**src/rtl/sap_pkg.sv**
```systemverilog
// rtl/sap_pkg.sv - shared widths, RAM depth and opcodes for the SAP-1 datapath
package sap_pkg;

  localparam int ADDR_W_DEF = 4;
  localparam int DATA_W_DEF = 8;
  localparam int RAM_DEPTH  = 16;

  localparam logic [3:0] OP_LDA = 4'h0;
  localparam logic [3:0] OP_ADD = 4'h1;
  localparam logic [3:0] OP_SUB = 4'h2;
  localparam logic [3:0] OP_OUT = 4'hE;
  localparam logic [3:0] OP_HLT = 4'hF;

endpackage

```
**src/rtl/memoria_ram.sv**
```systemverilog
// rtl/memoria_ram.sv - program/data RAM with async read and sync write port
module memoria_ram
  import sap_pkg::*;
#(
  parameter int ADDR_W = ADDR_W_DEF,
  parameter int DATA_W = DATA_W_DEF
) (
  input  logic              clock,
  input  logic              we,
  input  logic [ADDR_W-1:0] waddr,
  input  logic [DATA_W-1:0] wdata,
  input  logic [ADDR_W-1:0] raddr,
  output logic [DATA_W-1:0] rdata
);

  logic [DATA_W-1:0] mem [1<<ADDR_W];

  // Write port; contents survive reset so a program stays loaded across clr.
  always_ff @(posedge clock) begin
    if (we) begin
      mem[waddr] <= wdata;
    end
  end

  // A read of the word being written this cycle sees the old value.
  assign rdata = mem[raddr];

endmodule

```
**src/rtl/datapath_sap.sv**
```systemverilog
// rtl/datapath_sap.sv - SAP-1 W-bus datapath: PC, MAR, RAM, IR, ACC, B, ALU, output register
module datapath_sap
  import sap_pkg::*;
#(
  parameter int ADDR_W = ADDR_W_DEF,
  parameter int DATA_W = DATA_W_DEF
) (
  input  logic              clock,
  input  logic              clr,
  input  logic              Cp,
  input  logic              Ep,
  input  logic              Ea,
  input  logic              Su,
  input  logic              Eu,
  input  logic              Lm_barra,
  input  logic              CE_barra,
  input  logic              Li_barra,
  input  logic              Ei_barra,
  input  logic              La_barra,
  input  logic              Lb_barra,
  input  logic              Lo_barra,
  input  logic              prog_we,
  input  logic [ADDR_W-1:0] prog_addr,
  input  logic [DATA_W-1:0] prog_data,
  output logic [3:0]        ri,
  output logic [DATA_W-1:0] saida,
  output logic              halted,
  output logic              bus_err
);

  localparam logic [ADDR_W-1:0] PC_ONE = 1;

  logic [ADDR_W-1:0] pc;
  logic [ADDR_W-1:0] mar;
  logic [DATA_W-1:0] ir;
  logic [DATA_W-1:0] acc;
  logic [DATA_W-1:0] b;
  logic [DATA_W-1:0] ram_rdata;
  logic [DATA_W-1:0] alu;
  logic [DATA_W-1:0] bus;
  logic [4:0]        srcs;
  logic              multi_src;

  memoria_ram #(
    .ADDR_W(ADDR_W),
    .DATA_W(DATA_W)
  ) u_ram (
    .clock(clock),
    .we   (prog_we),
    .waddr(prog_addr),
    .wdata(prog_data),
    .raddr(mar),
    .rdata(ram_rdata)
  );

  // Carry/borrow is discarded; the result wraps modulo 2**DATA_W.
  assign alu = Su ? (acc - b) : (acc + b);

  // More than one bit set means at least two drivers fight for the bus.
  assign srcs      = {Ep, ~CE_barra, ~Ei_barra, Ea, Eu};
  assign multi_src = |(srcs & (srcs - 5'd1));

  assign ri = ir[DATA_W-1 -: 4];

  // Bus mux: fixed priority so a contended cycle still has a defined value.
  always_comb begin
    bus = '0;
    if (Ep) begin
      bus = {{(DATA_W-ADDR_W){1'b0}}, pc};
    end else if (!CE_barra) begin
      bus = ram_rdata;
    end else if (!Ei_barra) begin
      bus = {{(DATA_W-4){1'b0}}, ir[3:0]};
    end else if (Ea) begin
      bus = acc;
    end else if (Eu) begin
      bus = alu;
    end
  end

  // Register file: every load samples the pre-edge bus; halt freezes loads and PC.
  always_ff @(posedge clock or posedge clr) begin
    if (clr) begin
      pc      <= '0;
      mar     <= '0;
      ir      <= '0;
      acc     <= '0;
      b       <= '0;
      saida   <= '0;
      halted  <= 1'b0;
      bus_err <= 1'b0;
    end else begin
      if (multi_src) begin
        bus_err <= 1'b1;
      end
      if (!halted) begin
        if (Cp) begin
          pc <= pc + PC_ONE;
        end
        if (!Lm_barra) begin
          mar <= bus[ADDR_W-1:0];
        end
        if (!Li_barra) begin
          ir <= bus;
          if (bus[DATA_W-1 -: 4] == OP_HLT) begin
            halted <= 1'b1;
          end
        end
        if (!La_barra) begin
          acc <= bus;
        end
        if (!Lb_barra) begin
          b <= bus;
        end
        if (!Lo_barra) begin
          saida <= bus;
        end
      end
    end
  end

endmodule

```
**config.mk**
```make
export PLATFORM = sky130hd
export DESIGN_NAME = datapath_sap
export DESIGN_NICKNAME = d
export VERILOG_FILES = /design/src/rtl/sap_pkg.sv /design/src/rtl/memoria_ram.sv /design/src/rtl/datapath_sap.sv
export SDC_FILE = /design/constraint.sdc
export NUM_CORES = 1
export LEC_CHECK = 0
export CAP_MARGIN = 20
export CORE_UTILIZATION = 45
export DETAILED_ROUTE_END_ITERATION = 6
export GPL_ROUTABILITY_DRIVEN = 0
export HOLD_SLACK_MARGIN = 0.02
export MAX_ROUTING_LAYER = met4
export PLACE_DENSITY = 0.65
export SYNTH_ARGS = -nofsm -noshare
export SYNTH_HDL_FRONTEND = slang
export SYNTH_SLANG_ARGS = --single-unit
```
**constraint.sdc**
```tcl
create_clock -name clock -period 2.59 [get_ports clock]
set_input_delay 0.518 -clock clock [delete_from_list [all_inputs] [get_ports clock]]
set_output_delay 0.518 -clock clock [all_outputs]
set_load 0.03 [all_outputs]
```
[After elaboration in Yosys (flattened, before gate mapping)]
Memory sizes are Yosys's and may differ from the RTL's.
Index checks and enable logic that the tools add are counted.
Word-level totals
  register bits: 42
  memory bits (writable): 128
  input bits: 27
  output and inout bits: 14
  word-level logic and storage cells: 41
  memories: 1
Memory list
  u_ram.mem: words 16, bits a word 8, read ports 1, clocked after Yosys merged registers in 0, wr ports 1, line memoria_ram.sv:16  | logic [DATA_W-1:0] mem [1<<ADDR_W];
Cells by class
  add/sub/neg operators: 4
  eq/ne operators: 1
  muxes and demuxes: 11
  bitwise logic cells: 9
  reduce and logical (&&, ||, !) cells: 7
Operators by type and width (number)
  $mux W8: 6
  $reduce_and A2 Y1: 6
  $add A8 B8 Y8: 1
  $not A1 Y1: 8
  $sub A8 B8 Y8: 1
  $and A5 B5 Y5: 1
  $mux W1: 5
  $reduce_or A5 Y1: 1
  $sub A5 B1 Y5 const B: 1
  $add A4 B1 Y4 const B: 1
  $eq A4 B4 Y1 const B: 1

[Longest topological paths before layout]
  depth in word-level cells: 11
  depth in mapped cells: 12
  mapped depth without buffers: 12

[Cells and area by module]
A second synthesis with hierarchy kept.
Second synthesis, totals
  cells, all modules: 483
  area, all modules: 7393.3 µm²
Modules (own cells, without submodules)
  memoria_ram: times used 1, cells each 221, area each 4987.3 µm², sequential area each 3843.7 µm²
  datapath_sap: times used 1, cells each 262, area each 2406.1 µm², sequential area each 1051.0 µm²

[Worst setup path after synthesis]
Ideal clock, no wire load.
  kind: flip-flop to flip-flop
  start: register b[0]
  end: register acc[6]
  library setup time: 0.083 ns
  data arrival time: 2.463 ns
  data required time: 2.507 ns
  slack: 0.044 ns
  cell stages (with the launch flop): 12
  path buffers: 0
  clock period less this slack: 2.546 ns
  cell sequence: dfrtp_1 inv_1 ha_1 mux2_2 fa_1 nor2b_1 o21bai_1 a21oi_1 xnor2_1 o2111a_1 or2_2 o21ai_0
Between the ends
  word-level cells in the longest chain between the ends: 7
  elaborated cells between the ends (all ways): 8
  those cells by class: 2 x add/sub; 6 x mux
RTL lines
  from (decl): line datapath_sap.sv:37  | logic [DATA_W-1:0] b;
  from (signal assigned): line datapath_sap.sv:113  | b <= bus;
  $add A8 B8 Y8 / $sub A8 B8 Y8 (equally long branches): line datapath_sap.sv:57  | assign alu = Su ? (acc - b) : (acc + b);
  $mux W8 *: line datapath_sap.sv:57
  $mux W8 *: line datapath_sap.sv:76  | end else if (Eu) begin
  $mux W8 *: line datapath_sap.sv:74  | end else if (Ea) begin
  $mux W8 *: line datapath_sap.sv:72  | end else if (!Ei_barra) begin
  $mux W8 *: line datapath_sap.sv:70  | end else if (!CE_barra) begin
  $mux W8 *: line datapath_sap.sv:68  | if (Ep) begin
  to (signal assigned): line datapath_sap.sv:110  | acc <= bus;
  to (decl): line datapath_sap.sv:36  | logic [DATA_W-1:0] acc;
Mark *: on every way between the ends. The rest lies on a longest branch, timed or not.
A chain may end at the register's enable or synchronous reset.

[Worst setup path after layout]
Same ends and word-level chain as after synthesis.

==> flow_summary_export.csv <==
group,metric,value,unit
final_layout,fill_cells,1278,
sta,tightest_slew,0.620,ns
die,rows,46,
die,ioPinCount,41,
yosys,syn_nets,521,
final_layout,post-route-util,56.6,%
yosys,synth_compound_area_share,7.10,%
yosys,ys_seq_area_share,66.1,%
power_and_ir_drop,p_sw,0.00331,W
yosys,synthCells,484,
power_and_ir_drop,leakagePower,3.27,nW
final_layout,drive_above_1_share,24.8,%
sta,fmax,376,MHz
yosys,async_flop_share,24.7,%
yosys,yosys-top-cells-count,"edfxtp_1 (128), dfrtp_1 (42), nand2_1 (39)",
global_routing,grt_pass1_wl,24200,µm
worst_setup_path,crit_path_end_kind,"register",
flow_run,drv_cap,0,
worst_setup_path,start_kind,"register",
power_and_ir_drop,p_int,0.00655,W
yosys,synth_area,0.00740,mm²
worst_setup_path,path_cells,"inv_1 > ha_1 > mux2_4 > fa_2 > nor2b_4 > o21bai_1 > a21oi_2 > xnor2_1 > o2111a_1 > or2_4 > o21ai_1",
worst_setup_path,r2r_setup_slack,-0.07,ns
place,dp.final_hpwl,10500,µm
yosys,synth_area_leader_cell,"edfxtp_1",
global_routing,grt_start_max_net_pins,28,
global_routing,antenna_found_initial,0,
power_and_ir_drop,sw_frac_of_total,33.5,%
global_routing,grt_remaining_overflow,0,
clocking,cts.path.max_buffers,2,
yosys,yosys.cell_types.count,52,
final_layout,fin_nets,597,
worst_setup_path,cp_num_buf_inv,1,
route,first_pass_iters,5,
sta,relSlewSlack,58.4,%
yosys,synth_top_area_share,51.9,%
clocking,path_clk_slew,0.07,ns
die,core_area,0.0159,mm²
clocking,cts_buffers,17,
final_layout,area_growth,21.9,%
place,pre_cts_ws,-0.551,ns
global_routing,grt_usage,20.6,%
yosys,synth_most_common_cell,"edfxtp_1",
sta,finClkSkew,0.0111,ns
die,start_util,46.4,%
power_and_ir_drop,peakVddDrop,0.000578,V
worst_setup_path,crit_path_top_delay_cell,"fa_2",
route,drc,0,
worst_hold_path,hp-class,"in -> async",
yosys,avgSynthCellArea,15.3,µm²
global_routing,grt_pass1_vias,4374,
outcome,violations,"negative setup slack",
die,die_area,0.0170,mm²
yosys,synth_top_family_by_area,"multiplexers",
clocking,clk_latency,0.43,ns
power_and_ir_drop,p_clk_share,24.1,%
worst_setup_path,path_class,"reg -> reg",
route,initialDrtViolationCount,468,
sta,fin_crit_sh,103,%
power_and_ir_drop,power_density,1090,mW/mm²
route,vias,4328,
die,die_w,130,µm
place,port_buffers,40,
clocking,clock-root-buffer,"clkbuf_16",
clocking,cts.sink_count,170,
clocking,htree_num_levels,4,
sta,fin_crit,2.66,ns
yosys,synthSimpleGateAreaFrac,7.27,%
route,vias_per_cell,5.49,
power_and_ir_drop,seq_power_share,36.3,%
yosys,synth_ff_type,"edfxtp_1",
sta,finalSetupViolations,19,
place,dpl_cell_area,0.00828,mm²
clocking,hold_buffers,0,
yosys,yosys.area_share.xor_xnor,1.66,%
sta,worst_slack,-0.0691,ns
yosys,synthTopCellsByArea,"edfxtp_1 (52%), dfrtp_1 (14%), mux4_1 (5.3%)",
sta,hold_viol,0,
outcome,status,"complete, but fails checks",
final_layout,antenna_cells,0,
clocking,cts_tree,"yes",
power_and_ir_drop,pwr-share-comb,39.6,%
worst_setup_path,path_delay_family,"adder cells",
yosys,synth-edff-count,128,
die,die_y,130,µm
route,wl_per_cell,20.0,µm
yosys,synthAdderAreaFrac,1.93,%
worst_setup_path,max_stage_delay,0.42,ns
sta,rsz0062_at_grt,"true",
yosys,muxShareOfSynthArea,12.9,%
worst_setup_path,crit_required,2.95,ns
worst_setup_path,crit_fanout,4,
yosys,ys_ff_latch,170,
route,wl,15700,µm
sta,finalMaxSlewViolations,0,
yosys,ys_warn_count,0,
final_layout,fin_area,0.00902,mm²
route,ant_nets,0,
power_and_ir_drop,power,0.00985,W
worst_setup_path,arrival,3.02,ns
sta,fin_setup_tns,-0.717,ns
==> layout make-up <==
type / count / area [µm²] / share of cell area [%]
sequential: 170 / 4900 / 54.3
tap: 216 / 270 / 3.00
inverter: 12 / 45.0 / 0.499
clock inverter: 13 / 118 / 1.30
clock buffer: 18 / 429 / 4.76
multi-input combinational: 273 / 2460 / 27.3
timing repair buffer: 86 / 796 / 8.82
==> flip-flops by register name, summed over array words and instances, names as in the netlist <==
| name | cells |
|---|---|
| u_ram.mem | 128 |
| acc | 8 |
| b | 8 |
| ir | 8 |
| saida | 8 |
| mar | 4 |
| pc | 4 |
| bus_err | 1 |
| halted | 1 |
==> worst register-to-register path, delay by kind of cell (launching register included) <==
kind | cells | cell delay, ns
DFF | 1 | 0.35
AOI/OAI and AO/OA | 4 | 0.63
xor gates and xnor gates | 1 | 0.09
muxes | 1 | 0.30
buffers and inverters | 1 | 0.05
adders and majority gates | 2 | 0.72
and+or+nand+nor | 2 | 0.46
==> through the flow <==
step                      std cells  hold slack [ns]
after floorplan                 484            0.450
after global placement          755            0.454
after detailed placement        755            0.461
after CTS                       786            0.415
after global routing            788            0.443
final                           788            0.416
==> repair_timing <==
item / in CTS / in global routing
setup buffers: 0 / 2
setup endpoints to repair: 27 / 28
pin swaps: 10 / 19
gates cloned: 0 / 0
gates resized for setup: 21 / 37
==> kinds of logic after synthesis <==
logic type | Yosys count
buffers and inverters | 41
xor gates and xnor gates | 14
AOI/OAI and AO/OA | 82
DFF | 170
muxes | 53
adders and majority gates | 11
and+or+nand+nor | 113
==> power by group through the flow <==
stage	logic [W]	registers [W]	clock network [W]
after floorplan	0.00234	0.00362	0
after global placement	0.00334	0.00362	0
after detailed placement	0.00340	0.00362	0
after CTS	0.00356	0.00358	0.00242
after global routing	0.00423	0.00363	0.00253
final	0.00390	0.00358	0.00237
==> path summary, 6_finish.rpt <==
path / startpoint / end / depth (start not counted)
worst max-delay path: b[0]$_DFFE_PP0P_ / acc[6]$_DFFE_PP0P_ / 11
worst min-delay path: clr / acc[3]$_DFFE_PP0P_ / 2
worst max register to register: b[0]$_DFFE_PP0P_ / acc[6]$_DFFE_PP0P_ / 11
worst min register to register: bus_err$_DFFE_PP0P_ / bus_err$_DFFE_PP0P_ / 1
max in group asynchronous: clr / ir[7]$_DFFE_PP0P_ / 3
min in group clock: bus_err$_DFFE_PP0P_ / bus_err$_DFFE_PP0P_ / 1
==> cell usage in the layout (no fill, tap or decap), types with 4 or more instances in the layout <==
cell | Yosys | final
o21ai_2 | 0 | 12
mux4_2 | 13 | 13
nor2_1 | 27 | 27
o21ai_1 | 1 | 7
clkdlybuf4s50_1 | 0 | 40
edfxtp_1 | 128 | 128
mux2i_1 | 15 | 15
xnor2_1 | 12 | 12
a211oi_1 | 5 | 5
nand2_1 | 39 | 39
dfrtp_1 | 42 | 41
nor3_1 | 7 | 5
ha_1 | 9 | 8
o21ai_0 | 30 | 12
inv_6 | 0 | 5
nor2b_1 | 10 | 7
nand2b_1 | 8 | 8
inv_1 | 11 | 9
mux4_1 | 15 | 15
a21oi_1 | 10 | 7
buf_12 | 1 | 4
o211ai_1 | 7 | 7
buf_4 | 5 | 42
a31oi_1 | 6 | 6
clkbuf_16 | 0 | 17
or2_2 | 10 | 8
mux2_2 | 8 | 7
==> per-layer routing <==
metal / wire [µm] / up-vias / part of all wire (%) / global-route usage (%)
met2: 7800 / 117 / 50 / 32.3
met1: 7060 / 2185 / 45 / 26.9
met3: 665 / 18 / 4.2 / 4.18
met4: 221 / 0 / 1.4 / 7.05
li1: - / 2008 / - / -
met5: 0 / - / 0 / -
Power figures use the tool's default switching activity.
